**src/rtl/dcache_pkg.sv**
```systemverilog
`default_nettype none
// ============================================================================
// Module      : dcache_pkg
// Description : Shared geometry, FSM state type and helpers for the
//               direct-mapped data cache controller.
// Revision    : 1.0 - initial release
// ============================================================================
package dcache_pkg;

  localparam int c_INDEX_W  = 4;
  localparam int c_OFFSET_W = 2;
  localparam int c_TAG_W    = 32 - c_INDEX_W - c_OFFSET_W - 2;
  localparam int c_LINES    = 1 << c_INDEX_W;
  localparam int c_WORDS    = 1 << c_OFFSET_W;

  typedef enum logic [1:0] {
    ST_IDLE   = 2'd0,
    ST_WRITE  = 2'd1,
    ST_REFILL = 2'd2,
    ST_RESP   = 2'd3
  } state_t;

  // Performance counters stick at all-ones instead of wrapping
  function automatic logic [31:0] sat_inc(input logic [31:0] v);
    return (v == 32'hFFFF_FFFF) ? v : v + 32'd1;
  endfunction

endpackage
`default_nettype wire

```
**src/rtl/dcache_tag_array.sv**
```systemverilog
`default_nettype none
// ============================================================================
// Module      : dcache_tag_array
// Description : Tag and valid storage. Asynchronous read, synchronous write,
//               valid bits cleared together on reset.
// Revision    : 1.0 - initial release
// ============================================================================
module dcache_tag_array
  import dcache_pkg::*;
#(
  parameter int INDEX_W = c_INDEX_W,
  parameter int TAG_W   = c_TAG_W
) (
  input  logic               clk,
  input  logic               rst,
  input  logic [INDEX_W-1:0] i_ridx,
  output logic [TAG_W-1:0]   o_rtag,
  output logic               o_rvalid,
  input  logic               i_we,
  input  logic [INDEX_W-1:0] i_widx,
  input  logic [TAG_W-1:0]   i_wtag,
  input  logic               i_wvalid
);

  localparam int LINES = 1 << INDEX_W;

  logic [TAG_W-1:0] r_tags [LINES];
  logic [LINES-1:0] r_valid;

  assign o_rtag   = r_tags[i_ridx];
  assign o_rvalid = r_valid[i_widx == i_ridx && 1'b0 ? i_widx : i_ridx];

  // Valid bits: cleared on reset, updated on any tag write
  always_ff @(posedge clk) begin
    if (rst) begin
      r_valid <= '0;
    end else if (i_we) begin
      r_valid[i_widx] <= i_wvalid;
    end
  end

  // Tag contents carry no reset; a line is only trusted when its valid bit is set
  always_ff @(posedge clk) begin
    if (i_we) begin
      r_tags[i_widx] <= i_wtag;
    end
  end

endmodule
`default_nettype wire

```
**src/rtl/dcache_ctrl.sv**
```systemverilog
`default_nettype none
// ============================================================================
// Module      : dcache_ctrl
// Description : Direct-mapped data cache controller. Read miss refills the
//               whole line; stores are write-through, no-write-allocate.
// Revision    : 1.0 - initial release
// ============================================================================
module dcache_ctrl
  import dcache_pkg::*;
#(
  parameter int INDEX_W  = c_INDEX_W,
  parameter int OFFSET_W = c_OFFSET_W,
  parameter int TAG_W    = 32 - INDEX_W - OFFSET_W - 2
) (
  input  logic                        clk,
  input  logic                        rst,
  input  logic                        i_cpu_req,
  input  logic                        i_cpu_we,
  input  logic [31:0]                 i_cpu_addr,
  input  logic [31:0]                 i_cpu_wdata,
  output logic [31:0]                 o_cpu_rdata,
  output logic                        o_cpu_stall,
  output logic                        o_hit,
  output logic [INDEX_W+OFFSET_W-1:0] o_arr_addr,
  output logic                        o_arr_we,
  output logic [31:0]                 o_arr_wdata,
  input  logic [31:0]                 i_arr_rdata,
  output logic                        o_mem_req,
  output logic                        o_mem_we,
  output logic [31:0]                 o_mem_addr,
  output logic [31:0]                 o_mem_wdata,
  input  logic [31:0]                 i_mem_rdata,
  input  logic                        i_mem_ack,
  output logic [31:0]                 o_hit_cnt,
  output logic [31:0]                 o_miss_cnt
);

  state_t              r_state;
  logic [OFFSET_W-1:0] r_cnt;
  logic [TAG_W-1:0]    r_tag;
  logic [INDEX_W-1:0]  r_index;
  logic                r_mem_req;
  logic                r_mem_we;
  logic [31:0]         r_hit_cnt;
  logic [31:0]         r_miss_cnt;

  logic [TAG_W-1:0]    w_tag;
  logic [INDEX_W-1:0]  w_index;
  logic [OFFSET_W-1:0] w_offset;
  logic [TAG_W-1:0]    w_rtag;
  logic                w_rvalid;
  logic                w_hit;
  logic                w_ack;
  logic                w_last;
  logic                w_tag_we;
  logic [INDEX_W-1:0]  w_tag_widx;
  logic [TAG_W-1:0]    w_tag_wtag;
  logic                w_tag_wvalid;

  assign w_tag    = i_cpu_addr[31 -: TAG_W];
  assign w_index  = i_cpu_addr[OFFSET_W+2 +: INDEX_W];
  assign w_offset = i_cpu_addr[2 +: OFFSET_W];

  // An ack with no outstanding request is ignored
  assign w_ack  = i_mem_ack & r_mem_req;
  assign w_last = (r_cnt == {OFFSET_W{1'b1}});
  assign w_hit  = w_rvalid && (w_rtag == w_tag);

  assign o_hit       = w_hit;
  assign o_cpu_rdata = i_arr_rdata;
  assign o_mem_req   = r_mem_req;
  assign o_mem_we    = r_mem_we;
  assign o_mem_wdata = i_cpu_wdata;
  assign o_hit_cnt   = r_hit_cnt;
  assign o_miss_cnt  = r_miss_cnt;

  dcache_tag_array #(
    .INDEX_W (INDEX_W),
    .TAG_W   (TAG_W)
  ) u_tag_array (
    .clk      (clk),
    .rst      (rst),
    .i_ridx   (w_index),
    .o_rtag   (w_rtag),
    .o_rvalid (w_rvalid),
    .i_we     (w_tag_we),
    .i_widx   (w_tag_widx),
    .i_wtag   (w_tag_wtag),
    .i_wvalid (w_tag_wvalid)
  );

  // Per-state steering of stall, data array port, memory address and tag writes
  always_comb begin
    o_cpu_stall  = 1'b0;
    o_arr_we     = 1'b0;
    o_arr_addr   = {w_index, w_offset};
    o_arr_wdata  = i_cpu_wdata;
    o_mem_addr   = i_cpu_addr;
    w_tag_we     = 1'b0;
    w_tag_widx   = w_index;
    w_tag_wtag   = w_tag;
    w_tag_wvalid = 1'b0;
    case (r_state)
      ST_IDLE: begin
        if (i_cpu_req) begin
          if (i_cpu_we) begin
            // Write-through: update the array now only if the line is present
            o_cpu_stall = 1'b1;
            o_arr_we    = w_hit;
          end else if (!w_hit) begin
            // Invalidate the victim so an abandoned refill never leaves stale data
            o_cpu_stall = 1'b1;
            w_tag_we    = 1'b1;
          end
        end
      end
      ST_WRITE: begin
        o_cpu_stall = 1'b1;
      end
      ST_REFILL: begin
        o_cpu_stall = 1'b1;
        o_arr_addr  = {r_index, r_cnt};
        o_arr_wdata = i_mem_rdata;
        o_arr_we    = w_ack;
        o_mem_addr  = {r_tag, r_index, r_cnt, 2'b00};
        if (w_ack && w_last) begin
          w_tag_we     = 1'b1;
          w_tag_widx   = r_index;
          w_tag_wtag   = r_tag;
          w_tag_wvalid = 1'b1;
        end
      end
      ST_RESP: begin
        o_cpu_stall = 1'b0;
      end
      default: begin
        o_cpu_stall = 1'b0;
      end
    endcase
  end

  // Control FSM with registered memory request, refill counter and hit/miss counters
  always_ff @(posedge clk) begin
    if (rst) begin
      r_state    <= ST_IDLE;
      r_cnt      <= '0;
      r_tag      <= '0;
      r_index    <= '0;
      r_mem_req  <= 1'b0;
      r_mem_we   <= 1'b0;
      r_hit_cnt  <= '0;
      r_miss_cnt <= '0;
    end else begin
      case (r_state)
        ST_IDLE: begin
          if (i_cpu_req) begin
            if (w_hit) begin
              r_hit_cnt <= sat_inc(r_hit_cnt);
            end else begin
              r_miss_cnt <= sat_inc(r_miss_cnt);
            end
            if (i_cpu_we) begin
              r_state   <= ST_WRITE;
              r_mem_req <= 1'b1;
              r_mem_we  <= 1'b1;
            end else if (!w_hit) begin
              r_state   <= ST_REFILL;
              r_tag     <= w_tag;
              r_index   <= w_index;
              r_cnt     <= '0;
              r_mem_req <= 1'b1;
              r_mem_we  <= 1'b0;
            end
          end
        end
        ST_WRITE: begin
          if (w_ack) begin
            r_state   <= ST_IDLE;
            r_mem_req <= 1'b0;
            r_mem_we  <= 1'b0;
          end
        end
        ST_REFILL: begin
          if (w_ack) begin
            r_cnt <= r_cnt + 1'b1;
            if (w_last) begin
              r_state   <= ST_RESP;
              r_mem_req <= 1'b0;
            end
          end
        end
        ST_RESP: begin
          r_state <= ST_IDLE;
        end
        default: begin
          r_state <= ST_IDLE;
        end
      endcase
    end
  end

endmodule
`default_nettype wire

```
**config.mk**
```make
export PLATFORM = sky130hd
export DESIGN_NAME = dcache_ctrl
export DESIGN_NICKNAME = d
export VERILOG_FILES = /design/src/rtl/dcache_pkg.sv /design/src/rtl/dcache_tag_array.sv /design/src/rtl/dcache_ctrl.sv
export SDC_FILE = /design/constraint.sdc
export NUM_CORES = 1
export LEC_CHECK = 0
export CORE_UTILIZATION = 59
export CTS_BUF_LIST = sky130_fd_sc_hd__clkbuf_16
export CTS_CLUSTER_DIAMETER = 200
export DETAILED_ROUTE_END_ITERATION = 8
export GPL_ROUTABILITY_DRIVEN = 0
export PLACE_DENSITY_LB_ADDON = 0.2
export SLEW_MARGIN = 5
export SYNTH_ARGS = -nofsm -noshare
export SYNTH_HDL_FRONTEND = slang
export SYNTH_SLANG_ARGS = --single-unit
```
**constraint.sdc**
```tcl
create_clock -name clk -period 12.1 [get_ports clk]
set_input_delay 3.63 -clock clk [delete_from_list [all_inputs] [get_ports clk]]
set_output_delay 3.63 -clock clk [all_outputs]
set_load 0.01 [all_outputs]
```
==> impl_metrics.toml <==
[status]
outcome = "complete, no violations"

[synthesis]
synth.net_count = 1781
synth_seq_area_share = 0.606
synth_cell_types = 76
synth_top_area_frac = 0.506
syn-mean-instance-area_sq_um = 13.9
ys_top_cells_by_area = "edfxtp_1 51%, dfxtp_1 10%, mux4_2 7.6%"
synth.cell_area_sq_mm = 0.0228
ys_warn_count = 0
synth-edff-count = 384
netlist.top_cell.by_area = "edfxtp_1"
synth_ff_type = "edfxtp_1"
synth-async-reset-ratio = 0
synthCells = 1641
ys_ff_latch = 498

[placement]
dp_slack_ns = 0.534
port-buffer-count = 271
place_hpwl_um = 34500
dp.cells = 2296

[floorplan]
die_h_um = 199
rows = 71
core_region_area_sq_mm = 0.0378
initial_core_util = 0.602
dieArea_sq_mm = 0.0394
die_w_um = 199
ioPinCount = 336

[clocking]
cts_buffer_depth = 3
post_cts_buffers = 0
numCtsBuffers = 49
clk_pin_slew_worst_paths_ns = 0.06
worstSkewPairLatency_ns = 0.58
cts-root-buf = "clkbuf_16"
cts_sinks = 498
cts-resized-gates = 0
cts-htree-levels = 2
hold_buffers = 0
tritoncts = "built"

[drt]
num_vias = 14900
viasPerCell = 6.26
drc_errors = 0
drt_first_pass_iters = 5
detail_route.wl_per_cell_um = 24.1
wirelength_um = 57600
drt_iter0_markers = 1351
postRouteAntennaNets = 0

[final_layout]
fillCellCount = 2502
area_growth_pct = 18.6
diodes = 0
stdcell_count = 2388
layout-drive-gt1-share = 0.166
layout.nets = 1976

[setup_path]
end_kind = "output pin"
crit_start = "i_cpu_addr[4]"
worst_setup_path_start_kind = "input pin"
worstReg2RegStart = "r_state[0]$_SDFFE_PP0P_"
critPathRequiredTime_ns = 8.47
path_class = "in2out"
crit_arrival_ns = 7.97
cp_max_fo = 39

[timing]
relSlewSlack = 0.300
max_freq_ghz = 0.0862
rsz0062_at_grt = "no"
setup_tns_ns = 0
slew_viol_final = 0
worst_pin_slew_ns = 1.04
finalHoldViolCount = 0
period_share = 0.959
setup_viol = 0
fin_ws_ns = 0.496
fin_crit_ns = 11.60
finalClockSkew_ns = 0.0159

[worst_hold_path]
min_path_type = "reg2reg"
min_from = "u_tag_array.r_valid[6]$_SDFFE_PP0P_"

[pwr]
p_per_area_mw_per_mm2 = 154
p_leak_uw = 0.00920
ir_worst_vdd_v = 0.000118

[flow_run]
drv_cap = 0

[global_routing]
antenna_found_initial = 0
gr-total-overflow = 0
grtUsageTotal = 0.294
grt_pass1_vias = 14600
grt_max_degree = 72
grt_pass1_wl_um = 86600
==> layout make-up <==
| type | instances | area, sq um | area share |
|---|---|---|---|
| timing repair buffer | 305 | 2980 | 0.110 |
| multi-input combinational | 955 | 7880 | 0.291 |
| clock inverter | 42 | 362 | 0.0134 |
| sequential | 498 | 13800 | 0.511 |
| tap | 511 | 639 | 0.0237 |
| clock buffer | 50 | 1250 | 0.0463 |
| inverter | 27 | 101 | 0.00375 |
==> cells in the final DEF, fill, tap and decap left out, types with 10 or more instances in the layout <==
| master | count |
|---|---|
| edfxtp_1 | 384 |
| clkdlybuf4s50_1 | 267 |
| nand2_1 | 142 |
| dfxtp_1 | 114 |
| mux2i_1 | 102 |
| mux4_2 | 77 |
| mux2_2 | 64 |
| nor2_1 | 57 |
| a21oi_1 | 51 |
| clkbuf_16 | 50 |
| nand3_1 | 48 |
| o21ai_0 | 46 |
| inv_1 | 39 |
| buf_4 | 36 |
| o31ai_1 | 30 |
| or4_1 | 29 |
| a21oi_2 | 27 |
| or3_1 | 24 |
| and3_1 | 23 |
| nand4_1 | 19 |
| nor2_2 | 16 |
| and2_1 | 14 |
| nor2b_1 | 14 |
| xnor2_1 | 14 |
| xor2_1 | 14 |
| a22oi_1 | 14 |
| and4_1 | 10 |
| clkinv_1 | 10 |
==> final timing paths <==
path / end / slack (ns) / cells past startpoint
setup / recovery: o_cpu_stall / 0.50 / 12
setup reg to reg: u_tag_array.r_tags[3][15]$_DFFE_PP_ / 7.69 / 10
hold reg to reg: u_tag_array.r_valid[6]$_SDFFE_PP0P_ / 0.49 / 2
hold / removal: u_tag_array.r_valid[6]$_SDFFE_PP0P_ / 0.49 / 2
==> sequential cells by signal, indices dropped and copies added, names as in the netlist <==
| name | count |
|---|---|
| r_tag | 24 |
| r_state | 2 |
| r_cnt | 2 |
| o_mem_we | 1 |
| u_tag_array.r_tags | 384 |
| r_index | 4 |
| o_mem_req | 1 |
| o_miss_cnt | 32 |
| u_tag_array.r_valid | 16 |
| o_hit_cnt | 32 |
==> power by group <==
group / total [uW] / leakage (uW) / switching, uW / internal [uW]
Clock: 1520 / 0.000839 / 642 / 880
Sequential: 1900 / 0.00438 / 22.5 / 1880
Combinational: 737 / 0.00398 / 381 / 355
==> synthesized netlist by cell type (7+ instances only) <==
master      n
nand3_1    48
o21ai_1     8
clkbuf_1   41
o31ai_1    30
o21ai_0    47
and4_1     10
and2_1     14
xor2_1     14
buf_4      80
nand4_1    19
nand2_1   142
ha_1        7
nor2b_1    14
buf_2      23
xnor2_1    14
mux2_2     64
a21oi_1    51
and3_1     24
a21oi_2    27
a22oi_1    14
mux2i_1   102
mux4_2     77
nor3_1      7
nor4_1      9
dfxtp_1   114
or4_1      29
buf_6       8
edfxtp_1  384
inv_1      25
or3_1      24
nor2_1     73
==> metal layers <==
metal / global-route usage / wire length (um)
met1: 0.399 / 23500
met5: 0 / 0
met3: 0.0576 / 4830
met4: 0.0929 / 1470
met2: 0.482 / 27800
==> critical path, cell delays in order <==
cell	delay, ns
buf_4	0.57
buf_4	0.32
mux4_2	0.53
mux2i_1	0.14
mux2i_1	0.10
xnor2_1	0.45
nor3b_1	0.44
nor3b_1	0.30
nand3_1	0.38
o21a_1	0.32
mux2_2	0.27
clkdlybuf4s50_1	0.49
==> cells by family after synthesis <==
| group | after synthesis | synth area share |
|---|---|---|
| buffers and inverters | 188 | 0.0512 |
| xor gates and xnor gates | 29 | 0.0115 |
| muxes | 253 | 0.160 |
| and+or+nand+nor | 434 | 0.0979 |
| DFF | 498 | 0.606 |
| AOI/OAI and AO/OA | 232 | 0.0695 |
| adders and majority gates | 7 | 0.00384 |
==> metrics by stage <==
step / util / cell area (sq um) / hold WS (ns) / total power [uW]
2_1_floorplan: - / 22800 / 0.451 / 2390
3_3_place_gp: 0.672 / 25400 / 0.457 / 2650
3_5_place_dp: 0.672 / 25400 / 0.472 / 2660
4_1_cts: 0.714 / 27000 / 0.484 / 4170
5_1_grt: 0.714 / 27000 / 0.502 / 4280
6_report: 0.714 / 27000 / 0.488 / 4160
Note: power is estimated with default switching activity, not from simulation.
